## src/rtl/zbt_pattern_gen_pkg.sv

```systemverilog
// Shared definitions for the ZBT pattern generator: pattern mode codes,
// controller state encoding and a counter-width helper.
package zbt_pattern_gen_pkg;

  localparam logic [1:0] ZBT_PAT_CHECKER = 2'd0;
  localparam logic [1:0] ZBT_PAT_SOLID   = 2'd1;
  localparam logic [1:0] ZBT_PAT_GRAD    = 2'd2;
  localparam logic [1:0] ZBT_PAT_ADDR    = 2'd3;

  typedef enum logic [2:0] {
    ST_IDLE  = 3'd0,
    ST_WRITE = 3'd1,
    ST_READ  = 3'd2,
    ST_FLUSH = 3'd3,
    ST_DONE  = 3'd4
  } zbt_state_t;

  // Width of a counter that must hold 0..n-1; never narrower than one bit.
  function automatic int cnt_width(input int n);
    return (n > 1) ? $clog2(n) : 1;
  endfunction

endpackage

```

## src/rtl/zbt_pattern_gen_if.sv

```systemverilog
// One ZBT bank port as seen by the pattern generator. The generator drives
// address, write data and write enable; the bank returns read data.
interface zbt_pattern_gen_if #(
  parameter int ADDR_W = 19,
  parameter int DATA_W = 36
);
  logic [ADDR_W-1:0] addr;
  logic [DATA_W-1:0] write;
  logic              wr;
  logic [DATA_W-1:0] read;

  modport master (output addr, output write, output wr, input read);
  modport slave  (input addr, input write, input wr, output read);
endinterface

```

## src/rtl/zbt_pattern_gen_word.sv

```systemverilog
// Combinational pattern word builder: maps a word position and mode to the
// packed DATA_W word. Pixel 0 sits in the least significant bits.
module zbt_pattern_word
  import zbt_pattern_gen_pkg::*;
#(
  parameter int ADDR_W       = 19,
  parameter int DATA_W       = 36,
  parameter int PIX_PER_WORD = 2,
  parameter int XW_W         = 9,
  parameter int Y_W          = 9,
  parameter int SQ_LOG2      = 5,
  localparam int PIX_W       = DATA_W / PIX_PER_WORD
) (
  input  logic [XW_W-1:0]   xw,
  input  logic [Y_W-1:0]    y,
  input  logic [1:0]        mode,
  input  logic [PIX_W-1:0]  fill,
  input  logic [ADDR_W-1:0] addr,
  output logic [DATA_W-1:0] word
);

  logic [31:0]      x;
  logic [31:0]      y_ext;
  logic [PIX_W-1:0] pix;

  // Build every pixel of the word; address mode bypasses pixel packing.
  always_comb begin
    word  = '0;
    x     = '0;
    pix   = '0;
    y_ext = 32'(y);
    if (mode == ZBT_PAT_ADDR) begin
      word = DATA_W'(addr);
    end else begin
      for (int p = 0; p < PIX_PER_WORD; p++) begin
        x = 32'(xw) * 32'(PIX_PER_WORD) + 32'(p);
        case (mode)
          ZBT_PAT_CHECKER: pix = {PIX_W{x[SQ_LOG2] ^ y_ext[SQ_LOG2]}};
          ZBT_PAT_SOLID:   pix = fill;
          default:         pix = PIX_W'(x);
        endcase
        word[p*PIX_W +: PIX_W] = pix;
      end
    end
  end

endmodule

```

## src/rtl/zbt_pattern_gen.sv

```systemverilog
// ZBT pattern generator: fills NUM_FRAMES frame buffers on both banks with a
// selectable pattern, optionally reads everything back and counts mismatches.
//
//   state    | meaning
//   ---------+-----------------------------------------------------------
//   ST_IDLE  | banks released; waiting for start
//   ST_WRITE | one word written per cycle to both banks
//   ST_READ  | one read address per cycle, same traversal order
//   ST_FLUSH | READ_LAT+1 cycles so the last read data gets compared
//   ST_DONE  | single cycle before returning to idle with the done pulse
module zbt_pattern_gen
  import zbt_pattern_gen_pkg::*;
#(
  parameter int          ADDR_W       = 19,
  parameter int          DATA_W       = 36,
  parameter int          PIX_PER_WORD = 2,
  parameter int          H_ACTIVE     = 640,
  parameter int          V_ACTIVE     = 480,
  parameter int          NUM_FRAMES   = 2,
  parameter int unsigned BASE_ADDR    = 0,
  parameter int          SQ_LOG2      = 5,
  parameter int          READ_LAT     = 2,
  localparam int         PIX_W        = DATA_W / PIX_PER_WORD
) (
  input  logic                     clock,
  input  logic                     reset,
  input  logic                     start,
  input  logic [1:0]               mode,
  input  logic                     verify,
  input  logic [PIX_W-1:0]         fill,
  zbt_pattern_gen_if.master        mem0,
  zbt_pattern_gen_if.master        mem1,
  output logic                     busy,
  output logic                     done,
  output logic                     error,
  output logic [15:0]              err_count
);

  localparam int LINE_WORDS = H_ACTIVE / PIX_PER_WORD;
  localparam int XW_W       = cnt_width(LINE_WORDS);
  localparam int Y_W        = cnt_width(V_ACTIVE);
  localparam int F_W        = cnt_width(NUM_FRAMES);
  localparam int FL_W       = cnt_width(READ_LAT + 1);

  localparam logic [XW_W-1:0]   XW_LAST   = XW_W'(LINE_WORDS - 1);
  localparam logic [Y_W-1:0]    Y_LAST    = Y_W'(V_ACTIVE - 1);
  localparam logic [F_W-1:0]    F_LAST    = F_W'(NUM_FRAMES - 1);
  localparam logic [FL_W-1:0]   FL_LAST   = FL_W'(READ_LAT);
  localparam logic [ADDR_W-1:0] ADDR_BASE = ADDR_W'(BASE_ADDR);

  zbt_state_t state, state_nx;

  logic [XW_W-1:0]   xw, xw_nx;
  logic [Y_W-1:0]    y, y_nx;
  logic [F_W-1:0]    f, f_nx;
  logic [ADDR_W-1:0] addr_q, addr_nx;
  logic [FL_W-1:0]   flush_cnt, flush_nx;
  logic [DATA_W-1:0] wdata_q;
  logic              wr_q;

  logic issue, wr_nx, cnt_clr, cnt_inc, accept, flush_inc, done_nx, last_word;

  logic [1:0]        mode_q, mode_sel;
  logic              verify_q;
  logic [PIX_W-1:0]  fill_q, fill_sel;

  logic [DATA_W-1:0] wr_word, exp_word;
  logic [DATA_W-1:0] exp_pipe [READ_LAT+1];
  logic [READ_LAT:0] vld_pipe;

  logic              done_q, error_q;
  logic [15:0]       err_cnt_q;
  logic [1:0]        miss;
  logic [16:0]       err_sum;

  // The run ends on counter compares so an address wrap cannot stop it early.
  assign last_word = (xw == XW_LAST) && (y == Y_LAST) && (f == F_LAST);

  // Mode and fill are taken straight from the inputs for the first word,
  // since they are only latched on that same edge.
  assign mode_sel = (state == ST_IDLE) ? mode : mode_q;
  assign fill_sel = (state == ST_IDLE) ? fill : fill_q;

  // State register.
  always_ff @(posedge clock) begin
    if (!reset) state <= ST_IDLE;
    else        state <= state_nx;
  end

  // Next-state and per-cycle control decode.
  always_comb begin
    state_nx  = state;
    issue     = 1'b0;
    wr_nx     = 1'b0;
    cnt_clr   = 1'b0;
    cnt_inc   = 1'b0;
    accept    = 1'b0;
    flush_inc = 1'b0;
    done_nx   = 1'b0;
    unique case (state)
      ST_IDLE: begin
        if (start) begin
          state_nx = ST_WRITE;
          accept   = 1'b1;
          cnt_clr  = 1'b1;
          issue    = 1'b1;
          wr_nx    = 1'b1;
        end
      end
      ST_WRITE: begin
        if (last_word) begin
          if (verify_q) begin
            state_nx = ST_READ;
            cnt_clr  = 1'b1;
            issue    = 1'b1;
          end else begin
            state_nx = ST_DONE;
          end
        end else begin
          cnt_inc = 1'b1;
          issue   = 1'b1;
          wr_nx   = 1'b1;
        end
      end
      ST_READ: begin
        if (last_word) begin
          state_nx = ST_FLUSH;
        end else begin
          cnt_inc = 1'b1;
          issue   = 1'b1;
        end
      end
      ST_FLUSH: begin
        if (flush_cnt == FL_LAST) state_nx = ST_DONE;
        else                      flush_inc = 1'b1;
      end
      ST_DONE: begin
        state_nx = ST_IDLE;
        done_nx  = 1'b1;
      end
      default: state_nx = ST_IDLE;
    endcase
  end

  // Next traversal position: xw innermost, then y, then frame.
  always_comb begin
    xw_nx    = xw;
    y_nx     = y;
    f_nx     = f;
    addr_nx  = addr_q;
    flush_nx = flush_inc ? flush_cnt + 1'b1 : '0;
    if (cnt_clr) begin
      xw_nx   = '0;
      y_nx    = '0;
      f_nx    = '0;
      addr_nx = ADDR_BASE;
    end else if (cnt_inc) begin
      addr_nx = addr_q + 1'b1;
      if (xw == XW_LAST) begin
        xw_nx = '0;
        if (y == Y_LAST) begin
          y_nx = '0;
          f_nx = f + 1'b1;
        end else begin
          y_nx = y + 1'b1;
        end
      end else begin
        xw_nx = xw + 1'b1;
      end
    end
  end

  zbt_pattern_word #(
    .ADDR_W(ADDR_W), .DATA_W(DATA_W), .PIX_PER_WORD(PIX_PER_WORD),
    .XW_W(XW_W), .Y_W(Y_W), .SQ_LOG2(SQ_LOG2)
  ) u_word_wr (
    .xw(xw_nx), .y(y_nx), .mode(mode_sel), .fill(fill_sel), .addr(addr_nx), .word(wr_word)
  );

  zbt_pattern_word #(
    .ADDR_W(ADDR_W), .DATA_W(DATA_W), .PIX_PER_WORD(PIX_PER_WORD),
    .XW_W(XW_W), .Y_W(Y_W), .SQ_LOG2(SQ_LOG2)
  ) u_word_exp (
    .xw(xw_nx), .y(y_nx), .mode(mode_sel), .fill(fill_sel), .addr(addr_nx), .word(exp_word)
  );

  // Per-bank mismatch flags for the read data that is valid this cycle.
  always_comb begin
    miss = '0;
    if (vld_pipe[READ_LAT]) begin
      miss[0] = (mem0.read != exp_pipe[READ_LAT]);
      miss[1] = (mem1.read != exp_pipe[READ_LAT]);
    end
    err_sum = {1'b0, err_cnt_q} + 17'(miss[0]) + 17'(miss[1]);
  end

  // Datapath registers: counters, port drivers, expected-data pipeline, error tally.
  always_ff @(posedge clock) begin
    if (!reset) begin
      xw        <= '0;
      y         <= '0;
      f         <= '0;
      addr_q    <= '0;
      wdata_q   <= '0;
      wr_q      <= 1'b0;
      flush_cnt <= '0;
      done_q    <= 1'b0;
      mode_q    <= '0;
      verify_q  <= 1'b0;
      fill_q    <= '0;
      vld_pipe  <= '0;
      for (int i = 0; i <= READ_LAT; i++) exp_pipe[i] <= '0;
      error_q   <= 1'b0;
      err_cnt_q <= '0;
    end else begin
      xw        <= xw_nx;
      y         <= y_nx;
      f         <= f_nx;
      addr_q    <= addr_nx;
      wr_q      <= wr_nx;
      wdata_q   <= wr_nx ? wr_word : '0;
      flush_cnt <= flush_nx;
      done_q    <= done_nx;
      if (accept) begin
        mode_q   <= mode;
        verify_q <= verify;
        fill_q   <= fill;
      end
      // Stage 0 lines up with the read address on the port; the last stage
      // lines up with the bank's read data READ_LAT cycles later.
      exp_pipe[0] <= exp_word;
      for (int i = 1; i <= READ_LAT; i++) exp_pipe[i] <= exp_pipe[i-1];
      vld_pipe <= {vld_pipe[READ_LAT-1:0], issue & ~wr_nx};
      if (accept) begin
        error_q   <= 1'b0;
        err_cnt_q <= '0;
      end else if (miss != 2'b00) begin
        error_q   <= 1'b1;
        err_cnt_q <= err_sum[16] ? 16'hFFFF : err_sum[15:0];
      end
    end
  end

  assign mem0.addr  = addr_q;
  assign mem1.addr  = addr_q;
  assign mem0.write = wdata_q;
  assign mem1.write = wdata_q;
  assign mem0.wr    = wr_q;
  assign mem1.wr    = wr_q;

  assign busy      = (state != ST_IDLE);
  assign done      = done_q;
  assign error     = error_q;
  assign err_count = err_cnt_q;

endmodule

```

## src/flat_wrapper.sv

```systemverilog
// flat-port wrapper written by rule: the top's interface ports become plain ports
module zbt_pattern_gen_flat import zbt_pattern_gen_pkg::*;
#(
  parameter int          ADDR_W       = 19,
  parameter int          DATA_W       = 36,
  parameter int          PIX_PER_WORD = 2,
  parameter int          H_ACTIVE     = 640,
  parameter int          V_ACTIVE     = 480,
  parameter int          NUM_FRAMES   = 2,
  parameter int unsigned BASE_ADDR    = 0,
  parameter int          SQ_LOG2      = 5,
  parameter int          READ_LAT     = 2,
  localparam int         PIX_W        = DATA_W / PIX_PER_WORD
)
  (clock, reset, start, mode, verify, fill, busy, done, error, err_count, mem0_addr, mem0_write, mem0_wr, mem0_read, mem1_addr, mem1_write, mem1_wr, mem1_read);
  zbt_pattern_gen_if #(.ADDR_W(ADDR_W), .DATA_W(DATA_W)) mem0_i ();
  zbt_pattern_gen_if #(.ADDR_W(ADDR_W), .DATA_W(DATA_W)) mem1_i ();
  input  logic clock;
  input  logic reset;
  input  logic start;
  input  logic [1:0] mode;
  input  logic verify;
  input  logic [PIX_W-1:0] fill;
  output logic busy;
  output logic done;
  output logic error;
  output logic [15:0] err_count;
  output wire logic [$bits(mem0_i.addr)-1:0] mem0_addr;
  output wire logic [$bits(mem0_i.write)-1:0] mem0_write;
  output wire logic [$bits(mem0_i.wr)-1:0] mem0_wr;
  input wire logic [$bits(mem0_i.read)-1:0] mem0_read;
  output wire logic [$bits(mem1_i.addr)-1:0] mem1_addr;
  output wire logic [$bits(mem1_i.write)-1:0] mem1_write;
  output wire logic [$bits(mem1_i.wr)-1:0] mem1_wr;
  input wire logic [$bits(mem1_i.read)-1:0] mem1_read;
  assign mem0_addr = mem0_i.addr;
  assign mem0_write = mem0_i.write;
  assign mem0_wr = mem0_i.wr;
  assign mem0_i.read = mem0_read;
  assign mem1_addr = mem1_i.addr;
  assign mem1_write = mem1_i.write;
  assign mem1_wr = mem1_i.wr;
  assign mem1_i.read = mem1_read;
  zbt_pattern_gen #(.ADDR_W(ADDR_W), .DATA_W(DATA_W), .PIX_PER_WORD(PIX_PER_WORD), .H_ACTIVE(H_ACTIVE), .V_ACTIVE(V_ACTIVE), .NUM_FRAMES(NUM_FRAMES), .BASE_ADDR(BASE_ADDR), .SQ_LOG2(SQ_LOG2), .READ_LAT(READ_LAT)) u_core (.clock(clock), .reset(reset), .start(start), .mode(mode), .verify(verify), .fill(fill), .mem0(mem0_i), .mem1(mem1_i), .busy(busy), .done(done), .error(error), .err_count(err_count));
endmodule
```

## config.mk

```make
export PLATFORM = sky130hd
export DESIGN_NAME = zbt_pattern_gen_flat
export DESIGN_NICKNAME = d
export VERILOG_FILES = /design/src/rtl/zbt_pattern_gen_pkg.sv /design/src/rtl/zbt_pattern_gen_if.sv /design/src/rtl/zbt_pattern_gen_word.sv /design/src/rtl/zbt_pattern_gen.sv /design/src/flat_wrapper.sv
export SDC_FILE = /design/constraint.sdc
export NUM_CORES = 1
export LEC_CHECK = 0
export ABC_CLOCK_PERIOD_IN_PS = 4800
export CAP_MARGIN = 40
export CORE_MARGIN = 5
export CORE_UTILIZATION = 63
export DETAILED_ROUTE_END_ITERATION = 7
export DONT_BUFFER_PORTS = 1
export PLACE_DENSITY = 0.79
export SYNTH_ARGS = -nofsm -noshare
export SYNTH_HDL_FRONTEND = slang
export SYNTH_SLANG_ARGS = --single-unit
```

## constraint.sdc

```tcl
create_clock -name clock -period 4.8 [get_ports clock]
set_input_delay 1.44 -clock clock [delete_from_list [all_inputs] [get_ports clock]]
set_output_delay 1.44 -clock clock [all_outputs]
set_load 0.005 [all_outputs]
```

==> results.json, run 1 <==
{
  "yosysWarnings": 0,
  "drt-pass1-iter-count": 5,
  "diodes": 0,
  "finalSetupViolations": 0,
  "die_area_mm2": 0.01751,
  "cap_viol_max_count": 0,
  "final_cell_mix": "dfxtp_1, nand2_1, nor2_1",
  "antenna_found_initial": 0,
  "portBuffers": 0,
  "drv_slew": 0,
  "peakVddDrop_mv": 0.3171,
  "clkLatencyLatePin_ns": 0.50,
  "root_buffer": "clkbuf_16",
  "layout_commonest_cell": "dfxtp_1",
  "grt_pass1_wl_um": 34810,
  "die_h_um": 132.3,
  "pre_cts_slack_ns": 0.2809,
  "period_share_pct": 83.90,
  "nNetsFinal": 1070,
  "cts_buffers": 23,
  "endpoint_kind": "register",
  "avgSynthCellArea_um2": 9.091,
  "dp_hpwl_um": 16150,
  "timing.fmax_mhz": 248.3,
  "htreeDepth": 1,
  "finalHoldViolCount": 0,
  "areaGrowthSynthToFinish_pct": 5.401,
  "core_mm2": 0.01459,
  "dr_wl_met2_um": 10530,
  "crit_required_ns": 5.19,
  "synthFlopType": "dfxtp_1",
  "drt_iter0_markers": 467,
  "min_period_ns": 4.027,
  "grt_overflow": 0,
  "grt_pass1_vias": 6367,
  "fin_skew_ns": 0.01464,
  "final_layout_size_suffix_gt1_share_pct": 7.012,
  "wl_um": 22250,
  "cts_resized": 0,
  "cts_buffer_depth": 3,
  "post_cts_buffers": 0,
  "cts.sinks": 230,
  "gp_congestion": 0.9169,
  "rsz0062_at_grt": "false",
  "leakagePower_nw": 4.044,
  "grt_max_degree": 82,
  "cts_tree": "built",
  "cp-start-kind": "input pin",
  "async_reset_ff_share_pct": 0,
  "worstPathArrival_ns": 4.41,
  "critPathMaxFanout": 12,
  "seq_area_frac_synth_pct": 48.84,
  "relSlewSlack_pct": 47.66,
  "status": "finished, final reports clean",
  "maxUsedRoutingLayer": "met4",
  "ys_seq_elements": 230,
  "synth_edf_count": 0,
  "via_per_inst": 5.793,
  "avgRoutedWirePerCell_um": 19.05,
  "drc": 0,
  "grt_usage_pct": 24.23,
  "synth_cell_type_count": 65,
  "syn_area_mm2": 0.009428,
  "clkTransAtPathRegs_ns": 0.06,
  "hold_path.class": "reg2reg",
  "setup_slack_ns": 0.7730,
  "fill_cells": 1159,
  "timing.setup.tns_ns": 0,
  "cellPowerDensity_mw_per_mm2": 408.8,
  "dieWidth_um": 132.3,
  "worst_slew_pin_slew_ns": 0.7653,
  "final_antenna_net_count": 0,
  "placementRows": 44,
  "vias": 6766,
  "pin_count": 227,
  "syn_nets": 1139,
  "wl_met3_um": 2095,
  "postCtsHoldBufs": 0,
  "synth_cells": 1037,
  "start_util_pct": 64.62,
  "critPathKind": "in2reg",
  "m1WireLength_um": 8796
}
[layout make-up]
class / instances / area (um^2) / share of cell area (%)
Timing Repair Buffer: 10 / 75.07 / 0.7555
Sequential cell: 230 / 4604 / 46.34
Clock inverter: 11 / 190.2 / 1.914
Multi-Input combinational cell: 685 / 4148 / 41.74
Tap cell: 184 / 230.2 / 2.317
Clock buffer: 30 / 621.8 / 6.258
Inverter: 18 / 67.56 / 0.6799
[flip-flops by register name (all words and copies together) (netlist names)]
register / cells
u_core.state: 3
u_core.flush_cnt: 2
u_core.vld_pipe: 3
u_core.mem0.write: 36
u_core.verify_q: 1
u_core.f: 1
u_core.exp_pipe: 108
u_core.xw: 9
u_core.done: 1
u_core.mode_q: 2
u_core.mem0.wr: 1
u_core.y: 9
u_core.fill_q: 18
u_core.mem0.addr: 19
u_core.error: 1
u_core.err_count: 16
[metrics by stage]
stage / area (um^2) / util [%] / hold WS, ns / cells / power (mW)
CTS: 9937 / 68.11 / 0.4129 / 1168 / 4.088
global route: 9937 / 68.11 / 0.4407 / 1168 / 4.198
floorplan: 9428 / - / 0.3924 / 1037 / 2.165
global placement: 9125 / 62.55 / 0.4020 / 1127 / 2.192
detailed placement: 9125 / 62.55 / 0.4044 / 1127 / 2.197
finish: 9937 / 68.11 / 0.4112 / 1168 / 4.063
[critical path: stages]
cell	delay, ns
xor2_1	0.14
nor4_1	0.50
nand4_1	0.22
o31ai_1	0.36
fa_1	0.29
inv_1	0.05
ha_1	0.20
and3_1	0.21
and3_1	0.27
nand3_1	0.37
nand2_1	0.10
o221a_2	0.27
[logic make-up (layout without fill, tap and decap cells)]
kind of cell | count (synthesis) | count (layout) | synth area share, %
simple gates | 436 | 436 | 23.38
flops | 230 | 230 | 48.84
mux | 13 | 13 | 1.447
buf+inv | 122 | 69 | 7.233
fa+ha+maj | 6 | 6 | 0.8759
xor+xnor | 103 | 103 | 9.648
compound gates | 127 | 127 | 8.573
[final timing paths]
| kind | startpoint | to | slack, ns | depth (start not counted) |
|---|---|---|---|---|
| hold reg to reg | u_core.flush_cnt[0] | u_core.flush_cnt[0] | 0.41 | 1 |
| setup reg to reg | u_core.exp_pipe[0][105] | u_core.err_count[1] | 1.35 | 12 |
| setup / recovery | mem0_read[33] | u_core.err_count[1] | 0.77 | 12 |
| hold / removal | u_core.flush_cnt[0] | u_core.flush_cnt[0] | 0.41 | 1 |
[where the power goes]
group          switching [mW]  total (mW)  internal [mW]  leakage [nW]
clock                   0.719        1.90           1.19         0.395
combinational           0.118       0.182         0.0643          1.79
sequential             0.0263        1.98           1.95          1.86
[cells in the mapped netlist (14+ instances only)]
library cell  number  area share (%)
buf_4             56             4.5
nor3_1            23             1.2
a21oi_1           58             3.1
inv_1             17            0.68
and3_1            17             1.1
nand3_1           21             1.1
nor4_1            24             1.6
xor2_1            83             7.7
and2_1            80             5.3
dfxtp_1          230              49
nand2_1          115             4.6
o22ai_1           14            0.93
xnor2_1           19             1.8
nor2_1           108             4.3
clkbuf_1          40             1.6
[routing by layer]
metal | up-vias | track usage (%)
met5 | - | 0
met4 | 0 | 9.559
met3 | 48 | 7.595
met2 | 305 | 39.58
met1 | 3124 | 29.90
li1 | 3289 | -
No activity file was read; power rests on OpenSTA's default activity.
==> run 2, diff against run 1 <==
--- a/config.mk
+++ b/config.mk
@@ -5,13 +5,13 @@
 export SDC_FILE = /design/constraint.sdc
 export NUM_CORES = 1
 export LEC_CHECK = 0
-export ABC_CLOCK_PERIOD_IN_PS = 4800
+export ABC_CLOCK_PERIOD_IN_PS = 3700
 export CAP_MARGIN = 40
 export CORE_MARGIN = 5
-export CORE_UTILIZATION = 63
+export CORE_UTILIZATION = 57
 export DETAILED_ROUTE_END_ITERATION = 7
 export DONT_BUFFER_PORTS = 1
-export PLACE_DENSITY = 0.79
+export PLACE_DENSITY = 0.75
 export SYNTH_ARGS = -nofsm -noshare
 export SYNTH_HDL_FRONTEND = slang
 export SYNTH_SLANG_ARGS = --single-unit
==> constraint.sdc (replaced) <==
create_clock -name clock -period 3.7 [get_ports clock]
set_input_delay 1.11 -clock clock [delete_from_list [all_inputs] [get_ports clock]]
set_output_delay 1.11 -clock clock [all_outputs]
set_load 0.005 [all_outputs]
==> results.json, run 2 (synthesis gave the netlist of run 1 again) <==
{
  "slowest_stage": "nor4_1",
  "avgRoutedWirePerCell_um": 18.75,
  "path_delay_family": "simple AND/OR/NAND/NOR gates",
  "r2r_setup_slack_ns": 0.57,
  "grt_usage_pct": 23.03,
  "clkLatencyLatePin_ns": 0.50,
  "start_util_pct": 57.46,
  "timing.setup.tns_ns": 0,
  "grt_pass1_vias": 6442,
  "worst_slew_pin_slew_ns": 0.7462,
  "gp_congestion": 0.9979,
  "worstPathArrival_ns": 3.73,
  "fin_skew_ns": 0.01051,
  "finalHoldViolCount": 0,
  "antenna_found_initial": 0,
  "rsz0062_at_grt": "false",
  "min_period_ns": 3.374,
  "use_met1_pct": 28.87,
  "htreeDepth": 1,
  "use_met3_pct": 6.345,
  "hold_path.class": "reg2reg",
  "cts_buffer_depth": 3,
  "crit_chain": "xor2_1 -> nor4_1 -> nand2_1 -> o31ai_1 -> fa_1 -> inv_1 -> ha_1 -> and3_1 -> and3_1 -> nand3_1 -> buf_4 -> and4_1 -> a211oi_1",
  "nNetsFinal": 1090,
  "vias": 6800,
  "portBuffers": 0,
  "core_mm2": 0.01641,
  "drt_iter0_markers": 509,
  "grt_pass1_wl_um": 36340,
  "grt_max_degree": 82,
  "r2r_start": "u_core.exp_pipe[0][82]",
  "final_layout_size_suffix_gt1_share_pct": 9.163,
  "dp_hpwl_um": 17320,
  "diodes": 0,
  "critPathKind": "in2reg",
  "min_from": "u_core.flush_cnt[0]",
  "peakVddDrop_mv": 0.3481,
  "cts_buffers": 23,
  "setup.worst_path.start": "mem0_read[23]",
  "cp.depth": 13,
  "crit_required_ns": 4.06,
  "die_area_mm2": 0.01921,
  "status": "finished, final reports clean",
  "root_buffer": "clkbuf_16",
  "drt-pass1-iter-count": 5,
  "use_met2_pct": 38.82,
  "power_mw": 5.182,
  "relSlewSlack_pct": 49.96,
  "period_share_pct": 91.19,
  "endpoint_kind": "register",
  "post_cts_buffers": 0,
  "wl_um": 22950,
  "critPathBufInv": 2,
  "grt_overflow": 0,
  "cts_resized": 0,
  "areaGrowthSynthToFinish_pct": 7.193,
  "crit_top_cell": "and3_1",
  "clkTransAtPathRegs_ns": 0.06,
  "fill_cells": 1412,
  "via_per_inst": 5.556,
  "final_antenna_net_count": 0,
  "postCtsHoldBufs": 0,
  "pin_count": 227,
  "timing.fmax_mhz": 296.4,
  "leakagePower_nw": 4.113,
  "grt.busiest_layer": "met2",
  "cap_viol_max_count": 0,
  "final_cell_mix": "dfxtp_1, nand2_1, nor2_1",
  "dieWidth_um": 138.6,
  "regMostFlops": "u_core.exp_pipe",
  "cellPowerDensity_mw_per_mm2": 512.7,
  "reg2regPathDepth": 14,
  "slowest_delay_ns": 0.51,
  "drv_slew": 0,
  "finalSetupViolations": 0,
  "r2r-end": "u_core.err_count[9]",
  "cts.sinks": 230,
  "crit_path_end": "u_core.err_count[9]",
  "cp-start-kind": "input pin",
  "layout_commonest_cell": "dfxtp_1",
  "drc": 0,
  "cts_tree": "built",
  "placementRows": 47,
  "critPathMaxFanout": 6,
  "die_h_um": 138.6,
  "largest_reg_flops": 108
}
==> run 2: cell types whose count changed in the layout (fill, tap and decap cells not counted), sizes merged <==
| cell | previous run | this run |
|---|---|---|
| clkinvlp | 1 | 6 |
| bufinv | 5 | 3 |
| clkbuf | 30 | 28 |
| clkinv | 3 | 2 |
| buf | 10 | 30 |
==> run 2: per-stage QoR <==
| stage | hold WS, ns | cells | setup WS [ns] | cell area, um^2 | utilization [%] |
|---|---|---|---|---|---|
| floorplan | 0.3924 | 1037 | 0.003096 | 9433 | - |
| CTS | 0.4134 | 1224 | 0.3096 | 10110 | 61.60 |
| global placement | 0.4002 | 1183 | -0.1643 | 9319 | 56.80 |
| detailed placement | 0.4050 | 1183 | -0.2004 | 9319 | 56.80 |
| finish | 0.4109 | 1224 | 0.3259 | 10110 | 61.60 |
| global route | 0.4252 | 1224 | 0.1084 | 10110 | 61.60 |
==> run 2: final cells by class <==
type	instances	area, um^2	area share [%]
Sequential cell	230	4604	45.56
Multi-Input combinational cell	685	4146	41.03
Clock buffer	28	624.3	6.178
Tap cell	220	275.3	2.724
Timing Repair Buffer	30	225.2	2.229
Clock inverter	13	162.7	1.610
Inverter	18	67.56	0.6686
==> run 2: worst register-to-register path, delay by kind of cell (launching register included) <==
| kind | cells | cell delay, ns |
|---|---|---|
| and+or+nand+nor | 6 | 1.31 |
| adders and majority gates | 2 | 0.43 |
| buffers and inverters | 3 | 0.38 |
| AOI/OAI and AO/OA | 2 | 0.37 |
| DFF | 1 | 0.36 |
| xor gates and xnor gates | 1 | 0.16 |
==> run 2: power by group <==
part	internal [mW]	switching, mW
logic	0.0894	0.158
registers	2.53	0.0349
clock network	1.42	0.950
total	4.04	1.14
==> run 2: routing by layer <==
metal,up-vias,routed length (um)
met1,3189,9546
met2,252,10810
li1,3307,-
met5,-,0
met3,52,1901
met4,0,690
==> run 2: how the worst min path moves through the flow <==
stage	end	cells past startpoint	slack [ns]
after CTS	u_core.flush_cnt[0]	1	0.41
final	u_core.flush_cnt[0]	1	0.41
after detailed placement	u_core.flush_cnt[0]	1	0.40
after global placement	u_core.flush_cnt[0]	1	0.40
after global routing	u_core.flush_cnt[0]	1	0.43
after floorplan	u_core.flush_cnt[0]	1	0.39
==> RTL change 1: new RTL, settings of run 1 <==
Encoding of `zbt_state_t`: now one-hot (5 bits for 5 states).
--- a/src/rtl/zbt_pattern_gen_pkg.sv
+++ b/src/rtl/zbt_pattern_gen_pkg.sv
@@ -7,12 +7,12 @@
   localparam logic [1:0] ZBT_PAT_GRAD    = 2'd2;
   localparam logic [1:0] ZBT_PAT_ADDR    = 2'd3;
 
-  typedef enum logic [2:0] {
-    ST_IDLE  = 3'd0,
-    ST_WRITE = 3'd1,
-    ST_READ  = 3'd2,
-    ST_FLUSH = 3'd3,
-    ST_DONE  = 3'd4
+  typedef enum logic [4:0] {
+    ST_IDLE  = 5'b00001,
+    ST_WRITE = 5'b00010,
+    ST_READ  = 5'b00100,
+    ST_FLUSH = 5'b01000,
+    ST_DONE  = 5'b10000
   } zbt_state_t;
 
   // Width of a counter that must hold 0..n-1; never narrower than one bit.
Formal check against the unedited RTL: same outputs for any inputs over 10 cycles, from zero or initial values and one cycle with reset low; not proved beyond that.
==> RTL change 1 against run 1 <==
Cell area rose by 1.8%. Wire length rose by 4.7%. Synthesized cell count fell by 0.68%. Power rose by 2.4%. Sequential cell count rose by 2. Synthesized area rose by 2.2%. Critical path depth rose by 3. Clock skew fell by 0.0042 ns. Setup slack got worse by 0.11 ns. Hold slack improved by 0.0048 ns. Via count rose by 3.4%.
==> RTL change 1: results <==
[run_status]
status = finished, final reports clean

[finish]
seq_cell_count = 232
n_clock_buffer = 29
clk_share_pct = 7.73
inv_count = 13
bufAreaShareNonClock_pct = 0.668
drive_above_1_share_pct = 6.34

[pwr]
p_clk_share_pct = 44.4
total_power_mw = 4.16
p_int_mw = 3.23
p_leak_nw = 3.74

[synthesis]
ys_seq_area_share_pct = 48.2

[routing]
vias_per_cell = 6.00
vias = 6993
drt_wl_total_mm = 23.3

[sta]
post-route-period-util_pct = 86.2
finalClockSkew_ns = 0.0105

[worst_setup_path]
rr_endpoint = u_core.err_count[3]$_SDFFE_PP0P_
startpoint = mem1_read[1]
rrSetupSlack_ns = 1.27
r2r_start = u_core.exp_pipe[0][73]$_SDFF_PN0_
slowest_delay_ns = 0.44
worstPathArrival_ns = 4.50

[place]
place_ws_ns = 0.202
post-dp-hpwl_mm = 17.4
gp_congestion = 0.919
dpl_cell_area_um2 = 9330
[RTL change 1: kinds of logic (layout without fill, tap and decap cells)]
group / count (synthesis) / in the layout / synth area share, %
AO/OA/AOI/OAI: 156 / 156 / 10.7
XOR/XNOR: 103 / 103 / 9.44
AND/OR/NAND/NOR: 398 / 398 / 21.7
adder cells (fa/ha/maj): 6 / 6 / 0.857
flip-flops: 232 / 232 / 48.2
buffers and inverters: 113 / 61 / 6.82
multiplexers: 22 / 22 / 2.30
[RTL change 1: layer usage]
metal | up-vias | routed length [µm] | global-route usage (%)
li1 | 3342 | - | -
met1 | 3288 | 9180 | 30.8
met2 | 310 | 11400 | 44.2
met3 | 53 | 1980 | 6.95
met4 | 0 | 713 | 7.71
met5 | - | 0 | 0
[RTL change 1: stage by stage]
step                      utilization (%)  hold WS [ns]
final                                67.0         0.416
after global routing                 67.0         0.442
after CTS                            67.0         0.419
after detailed placement             61.8         0.410
after global placement               61.8         0.401
after floorplan                         -         0.392
==> RTL change 2: new RTL, settings of run 1 <==
Made on the original files. `DATA_W` is set to 36 in 4 places; all go to 44.
--- a/src/rtl/zbt_pattern_gen_if.sv
+++ b/src/rtl/zbt_pattern_gen_if.sv
@@ -2,7 +2,7 @@
 // address, write data and write enable; the bank returns read data.
 interface zbt_pattern_gen_if #(
   parameter int ADDR_W = 19,
-  parameter int DATA_W = 36
+  parameter int DATA_W = 44
 );
   logic [ADDR_W-1:0] addr;
   logic [DATA_W-1:0] write;
--- a/src/rtl/zbt_pattern_gen_word.sv
+++ b/src/rtl/zbt_pattern_gen_word.sv
@@ -4,7 +4,7 @@
   import zbt_pattern_gen_pkg::*;
 #(
   parameter int ADDR_W       = 19,
-  parameter int DATA_W       = 36,
+  parameter int DATA_W       = 44,
   parameter int PIX_PER_WORD = 2,
   parameter int XW_W         = 9,
   parameter int Y_W          = 9,
--- a/src/rtl/zbt_pattern_gen.sv
+++ b/src/rtl/zbt_pattern_gen.sv
@@ -12,7 +12,7 @@
   import zbt_pattern_gen_pkg::*;
 #(
   parameter int          ADDR_W       = 19,
-  parameter int          DATA_W       = 36,
+  parameter int          DATA_W       = 44,
   parameter int          PIX_PER_WORD = 2,
   parameter int          H_ACTIVE     = 640,
   parameter int          V_ACTIVE     = 480,
--- a/src/flat_wrapper.sv
+++ b/src/flat_wrapper.sv
@@ -2,7 +2,7 @@
 module zbt_pattern_gen_flat import zbt_pattern_gen_pkg::*;
 #(
   parameter int          ADDR_W       = 19,
-  parameter int          DATA_W       = 36,
+  parameter int          DATA_W       = 44,
   parameter int          PIX_PER_WORD = 2,
   parameter int          H_ACTIVE     = 640,
   parameter int          V_ACTIVE     = 480,
Interface: changed (5 resized); port bits go from 227 to 263. No check against the original RTL was run, so the function may have changed too.
==> RTL change 2 against run 1 <==
Count of clock-buffer cells in the layout rose by 5. Sequential cell count increased by 24. Sequential power increased by 10%. Utilization decreased by 1.7 points. Synthesized cell count up 9.0%. Clock skew decreased by 0.0014 ns. Setup slack lost 0.23 ns. Cell area grew 9.7%. First-iteration DRC count up 37%. Power rose by 4.3%. Wire length is 14% higher. Synthesized area is 10% higher. Non-clock buffer count rose by 2. Largest cell class unchanged. Highest routed layer unchanged.
==> RTL change 2: results <==
[finish]
n_clock_buffer = 35
drive_above_1_share_pct = 6.69
clk_share_pct = 7.31
multi_input_area_um2 = 4550
largest_register_ffs = 123
n_all_buffers = 12
multi_input_cells = 740
seq-cell-share_pct = 46.7

[global_routing]
track_usage_pct = 25.2
grt_pass1_vias = 7107
grt_first_pass_wirelength_mm = 39.6

[worst_setup_path]
r2r_start = u_core.exp_pipe[0][130]$_SDFF_PN0_
rr_endpoint = u_core.err_count[9]$_SDFFE_PP0P_
rrSetupSlack_ns = 1.15
worstPathArrival_ns = 4.63

[routing]
post_drt_wl_per_cell_um = 19.5
vias_per_cell = 5.76
dr.first_iter.drc_count = 641

[place]
gp_congestion = 0.975
post-dp-hpwl_mm = 18.8

[synthesis]
synth_xor_xnor_area_share_pct = 9.77
synth_common_cells = 254 x dfxtp_1, 111 x nand2_1, 102 x nor2_1, 95 x xor2_1, 90 x and2_1
synthTopCellsByArea = dfxtp_1 49%, xor2_1 8.0%, and2_1 5.4%
yosys.cell_types.count = 62

[clock_network]
numCtsBuffers = 25

[sta]
tightestPinTransition_ns = 0.866
timing.hold.ws_ns = 0.410

[pwr]
p_int_mw = 3.31
p_leak_nw = 4.41

[run_status]
status = finished, final reports clean
## RTL change 2: per-layer routing
layer	wire length [µm]	up-vias	track usage (%)
li1	-	3583	-
met1	10200	3481	31.8
met2	11900	342	41.7
met3	2190	62	6.76
met4	962	0	9.57
met5	0	-	0
## RTL change 2: cells by family after synthesis
family                   after synthesis
flip-flops                           254
AND/OR/NAND/NOR                      461
multiplexers                          20
adder cells (fa/ha/maj)                6
XOR/XNOR                             114
buffers and inverters                136
AO/OA/AOI/OAI                        139
## RTL change 2: power groups by stage
stage	Sequential, mW	Combinational, mW	Clock (mW)
3_5_place_dp	2.22	0.186	0
6_report	2.18	0.189	1.87
3_3_place_gp	2.22	0.183	0
5_1_grt	2.18	0.208	1.99
2_1_floorplan	2.21	0.165	0
4_1_cts	2.18	0.187	1.90
## RTL change 2: stage by stage
stage	setup WS, ns	area [µm²]
after floorplan	0.739	10400
after global routing	0.321	10900
after global placement	0.207	10100
final	0.542	10900
after detailed placement	0.163	10100
after CTS	0.634	10900
